`config.mk`:
```
export PLATFORM = sky130hd
export DESIGN_NAME = regfile_sb
export DESIGN_NICKNAME = d
export VERILOG_FILES = /design/src/rtl/regfile_sb.sv
export SDC_FILE = /design/constraint.sdc
export NUM_CORES = 2
export LEC_CHECK = 0
export CORE_AREA = 2 2 438 440
export CTS_CLUSTER_DIAMETER = 50
export CTS_CLUSTER_SIZE = 12
export DETAILED_ROUTE_END_ITERATION = 6
export DIE_AREA = 0 0 440 442
export PLACE_DENSITY = 0.41
export SETUP_SLACK_MARGIN = 0.3
export SKIP_CTS_REPAIR_TIMING = 1
export SLEW_MARGIN = 40
export SYNTH_ARGS = -nofsm -noshare
export SYNTH_HDL_FRONTEND = slang
export SYNTH_SLANG_ARGS = --single-unit
```
`constraint.sdc`:
```
create_clock -name CLK -period 2.6 [get_ports CLK]
set_input_delay 0.26 -clock CLK [delete_from_list [all_inputs] [get_ports CLK]]
set_output_delay 0.26 -clock CLK [all_outputs]
set_load 0.05 [all_outputs]
```
`src/rtl/regfile_sb.sv`:
```
// Integer register file with two async read ports, one sync write port, x0 hardwired to zero,
// optional write-to-read bypass and a per-register scoreboard of pending writes.
module regfile_sb #(
    parameter int unsigned XLEN   = 32,
    parameter int unsigned NREG   = 32,
    parameter bit          BYPASS = 1'b1,
    parameter int unsigned AW     = $clog2(NREG)
) (
    input  logic            CLK,
    input  logic            reset,
    input  logic [AW-1:0]   read1,
    input  logic [AW-1:0]   read2,
    output logic [XLEN-1:0] out1,
    output logic [XLEN-1:0] out2,
    output logic            busy1,
    output logic            busy2,
    input  logic [AW-1:0]   write1,
    input  logic [XLEN-1:0] write_data,
    input  logic            regwrite,
    input  logic            iss_valid,
    input  logic [AW-1:0]   iss_rd,
    output logic            any_busy
);

    logic [XLEN-1:0] rf [NREG];
    logic [NREG-1:0] sb;

    logic wr_en;
    logic iss_en;

    assign wr_en  = regwrite && (write1 != '0);
    assign iss_en = iss_valid && (iss_rd != '0);

    always_ff @(posedge CLK or negedge reset) begin
        if (!reset) begin
            for (int unsigned i = 0; i < NREG; i++) begin
                rf[i] <= '0;
            end
            sb <= '0;
        end else begin
            if (wr_en) begin
                rf[write1] <= write_data;
                sb[write1] <= 1'b0;
            end
            // A new producer supersedes the retiring one, so the set is applied last.
            if (iss_en) begin
                sb[iss_rd] <= 1'b1;
            end
        end
    end

    logic byp1;
    logic byp2;

    // Bypass is gated by reset so a pending writeback cannot leak out while the file is cleared.
    assign byp1 = BYPASS && reset && wr_en && (write1 == read1);
    assign byp2 = BYPASS && reset && wr_en && (write1 == read2);

    always_comb begin
        out1  = rf[read1];
        busy1 = sb[read1];
        if (byp1) begin
            out1  = write_data;
            busy1 = 1'b0;
        end
        if (!reset || (read1 == '0)) begin
            out1  = '0;
            busy1 = 1'b0;
        end
    end

    always_comb begin
        out2  = rf[read2];
        busy2 = sb[read2];
        if (byp2) begin
            out2  = write_data;
            busy2 = 1'b0;
        end
        if (!reset || (read2 == '0)) begin
            out2  = '0;
            busy2 = 1'b0;
        end
    end

    assign any_busy = reset && (|sb);

endmodule
```
After elaboration in Yosys (flattened, before gate mapping)
Index checks and enable logic that the tools add are counted.

Magnitude comparators: 10. Equality and inequality tests: 2. Reductions and logical operators: 17. Multiplexer cells: 27. Bitwise operators: 6.

Operators with widths (number): $bwmux 1024 (1); $mux 32 (11); $bmux 32 s5 (2); $demux 32 s5 (1); $and 32x32->32 (1); $not 32->32 (1); $or 32x32->32 (1); $reduce_or 32->1 (1); $lt 5x6->1 const B (4); $ge 6x6->1 const B (3); $not 5->6 (3); $bmux 1 s5 (2); $demux 1 s5 (2); $eq 5x5->1 (2); $ge 5x1->1 const B (2); $logic_not 5->1 (2); $reduce_bool 5->1 (2); $logic_and 1x1->1 (9); $mux 1 (8); $lt 6x1->1 const B (1); $logic_or 1x1->1 (2); $logic_not 1->1 (1).

Output and inout bits: 67. Logic and storage cells: 95. Flip-flop bits (word level): 1056.

Logic depth before layout (Yosys ltp)
Depth after elaboration: 9. Mapped depth: 10.

Least setup slack after synthesis
Ideal clock, no wire load.

Path kind: input to output. From: in read1[2]. To: out out1[24]. Setup slack: -0.030 ns. Stages: 6. Required time: 2.340 ns. Arrival: 2.370 ns. Cells stage by stage: clkbuf_1 > clkbuf_1 > clkbuf_1 > a2111oi_0 > or4_1 > a21oi_1.

Longest elaborated chain between the ends: 6. Elaborated cells between the ends (all ways): 10. Classes of those cells: eq/ne (1); mux (5); bitwise (1); reduce/logical (3).

Ends and longest elaborated chain: start: declaration (RTL line 11) `input logic [AW-1:0] read1,`; $not 5->6 (not written as such) (RTL line 60) `out1 = rf[read1];`; $bmux 32 s5 (RTL line 60); $mux 32 (not written as such) (2 in series) (RTL line 60); $mux 32 (RTL line 62) `if (byp1) begin`; $mux 32 (*) (RTL line 66) `if (!reset || (read1 == '0)) begin`; end: declaration (RTL line 13) `output logic [XLEN-1:0] out1,`.

Every way passes the cells marked *; elsewhere a longest branch is shown, timed or not. The select of a mux whose other input is x is not followed.

Final worst setup path
From: reg sb[15]. To: out busy2.

Longest elaborated chain between the ends: 4.

Ends and longest elaborated chain: start: declaration (RTL line 26) `logic [NREG-1:0] sb;`; start signal: assignment (RTL line 39) `sb <= '0;`; start signal: indexed assignment (RTL line 43) `sb[write1] <= 1'b0;`; start signal: indexed assignment (RTL line 47) `sb[iss_rd] <= 1'b1;`; $bmux 1 s5 (RTL line 74) `busy2 = sb[read2];`; $mux 1 (not written as such) (RTL line 74); $mux 1 (RTL line 75) `if (byp2) begin`; $mux 1 (RTL line 79) `if (!reset || (read2 == '0)) begin`; end: declaration (RTL line 16) `output logic busy2,`.

No other way between the ends. The select of a mux whose other input is x is not followed.

==> flow_summary.ini <==
[outcome]
outcome = finished with violations
violations = setup timing

[placed_design]
post_dp_cell_area_um2 = 66800
io_buffers = 122
dp.cells = 6574
dp.final_hpwl_mm = 155
gp_congestion = 0.804

[sta]
tightest_slew_ps = 847
fin_crit_ps = 3000
max_freq_mhz = 333
slew_headroom = 0.436
setup-violations-final = 66
hold_viol = 0
hold_ws_ps = 252
rsz0062_at_grt = true
fin_skew_ps = 0
setup_slack_ps = -401
fin_crit_sh = 1.15
slew_violations = 0

[final_layout]
final_cells = 6876
drive_gt1_frac = 0.622
synthToLayoutAreaGrowth_pct = 30.0
n_fill_cell = 17704
fin_area_um2 = 73600
nNetsFinal = 4293

[global_route]
antenna_found_initial = 5
grt_overflow = 0
gr-usage-all-layers = 0.234
grt_pass1_wl_mm = 324
grt_pass1_vias = 40146
grt_max_degree = 135

[worst_setup_path]
cp-end-kind = output pin
path_buf_inv = 2
path_class = flip-flop to output pin
critical_path.max_fanout = 3
critical_path.top_delay_family = multiplexers
cp-startpoint = sb[15]
critPathLaunchType = flip-flop
crit-reg2reg-capture = sb[6]
cp_data_arrival_time_ps = 2740
path_common_cell = mux4_2
ff2ff_path_depth = 2
critical_path.reg2reg.startpoint = sb[6]
worstSetupEndpoint = busy2
required_ps = 2340
cp.depth = 6
r2r_slack_ps = 1700
cp_slowest_stage_delay_ps = 490
crit_slowest_cell = mux4_2
crit_chain = mux4_2 > mux4_2 > mux2i_1 > buf_4 > nor3_2 > buf_12

[logic_synthesis]
syn-instance-count = 3780
synth_area_leaders = dfrtp_1, mux2_2, mux4_2, mux2i_1, clkbuf_1
synth_compound_area_frac = 0.0626
synthTopCellsByCount = dfrtp_1, mux2_2, mux4_2
synthFlopType = dfrtp_1
muxShareOfSynthArea = 0.423
synth_edf_count = 0
synth-simple-area-share = 0.0114
synth_fa_ha_area_frac = 0
syn_nets = 3836
syn_avg_cell_area_um2 = 15.0
syn_area_um2 = 56600
yosysMostFrequentCell = dfrtp_1
yosysWarnings = 0
synth_top_cell_by_area = dfrtp_1
synth_top_family_by_area = multiplexers
synthXorXnorAreaFrac = 0.00155
synth.distinct_cells = 51
ys_seq_elements = 1056
async_flop_share = 1.00
ys_seq_area_frac = 0.467
synth_top_area_frac = 0.467

[clock_tree]
numCtsBuffers = 151
clk-insertion-delay-late_ps = 800
clkTransAtPathRegs_ps = 60
cts-root-buf = clkbuf_16
clock_sinks = 1056
cts.path.max_buffers = 3
cts_tree = yes
htreeDepth = 4

[routing]
drc = 0
top_layer = met5
vias = 38420
routed_wl_mm = 228
met2_length_mm = 111
final_antenna_net_count = 0
wl_met1_mm = 97.9
post_drt_wl_per_cell_um = 33.2
firstDrtPassIters = 5
met3_length_mm = 10.6
viasPerCell = 5.59
drt_first_iter_violations = 2580

[die]
fp.dieW_um = 440
fp.dieArea_um2 = 194000
coreArea_um2 = 190000
num_rows = 160
start_util = 0.299
die_h_um = 442
ios = 123

[power_and_ir_drop]
intPower_mw = 40.5
power.switching_mw = 16.5
pwr-share-seq = 0.386
leakagePower_nw = 31.6
max-vdd-ir-drop_v = 0.000548
power_density_nw_per_um2 = 774
combPwrFrac = 0.226
power_frac_clock = 0.388
p_sw_frac = 0.289

[flow_run]
drv_cap = 0

[hold_path]
hold_class = input port to flip-flop
hold_start = iss_valid
==> worst register-to-register path: cells and delay by family, from the launching register on <==
family / cells / cell delay [ps]
buffers and inverters: 1 / 160
DFF: 1 / 430
AOI/OAI and AO/OA: 1 / 200
==> logic make-up (layout without fill, tap and decap cells) <==
| logic type | Yosys count | count (layout) |
|---|---|---|
| buffers and inverters | 448 | 1031 |
| AND/OR/NAND/NOR | 122 | 122 |
| XOR/XNOR | 10 | 10 |
| multiplexers | 1683 | 1683 |
| AO/OA/AOI/OAI | 461 | 461 |
| flip-flops | 1056 | 1056 |
| other | 0 | 2 |
==> power groups by stage <==
| stage | clock network (mW) | logic, mW | registers, mW |
|---|---|---|---|
| after floorplan | 0 | 7.87 | 21.3 |
| after CTS | 22.6 | 12.3 | 21.9 |
| after global routing | 23.4 | 13.6 | 22.4 |
| after global placement | 0 | 12.2 | 22.2 |
| final | 22.1 | 12.8 | 22.0 |
| after detailed placement | 0 | 12.3 | 22.2 |
==> sequential cells by signal, summed over array words and instances, names as in the netlist <==
| signal | cells |
|---|---|
| rf | 1024 |
| sb | 32 |
==> cells in the final DEF (no fill, tap or decap), drive strengths merged, types with 5 or more instances in the layout <==
cell type / n
mux4: 470
dlymetal6s2s: 5
o21bai: 31
nand3: 5
mux2i: 220
clkdlybuf4s50: 41
nand2: 37
buf: 700
a22o: 11
o22ai: 31
a221oi: 62
nor4: 8
a21oi: 33
a211oi: 32
o211ai: 32
dfrtp: 1056
a211o: 31
clkinvlp: 22
a22oi: 126
o21ai: 25
o221a: 31
clkinv: 27
nor2: 23
nor3: 5
mux2: 993
o31ai: 5
nand2b: 7
clkbuf: 190
bufinv: 18
inv: 27
xnor2: 8
nor2b: 8
==> worst min path at each step <==
stage,end,slack (ps),cells after the start
after floorplan,rf[0],-40,0
after global placement,rf[1019],290,2
after detailed placement,rf[1019],290,2
after CTS,rf[1019],-580,2
after global routing,sb[17],250,2
final,sb[13],250,3
==> area by class of cell <==
class / instances / area (um^2) / share of cell area
Antenna cell: 2 / 5.00 / 0.0000680
Clock buffer: 187 / 4240 / 0.0577
Clock inverter: 92 / 1140 / 0.0154
Inverter: 2 / 7.51 / 0.000102
Multi-Input combinational cell: 2276 / 29700 / 0.403
Sequential cell: 1056 / 26400 / 0.359
Tap cell: 2511 / 3140 / 0.0427
Timing Repair Buffer: 750 / 8960 / 0.122
==> through the flow <==
| step | utilization | worst slack [ps] | setup TNS [ps] | power, mW |
|---|---|---|---|---|
| final | 0.388 | -401 | -17610 | 57.0 |
| after global routing | 0.388 | -467 | -22900 | 59.4 |
| after CTS | 0.380 | -750 | -24930 | 56.9 |
| after detailed placement | 0.352 | -301 | -17130 | 34.5 |
| after global placement | 0.352 | -307 | -16120 | 34.4 |
| after floorplan | - | 213 | 0 | 29.1 |
==> layer usage <==
metal	track usage	up-vias
met5	0	-
met4	0.0709	2
met3	0.0381	336
met2	0.388	1047
met1	0.313	21181
li1	-	15854
Power figures use the tool's default switching activity.
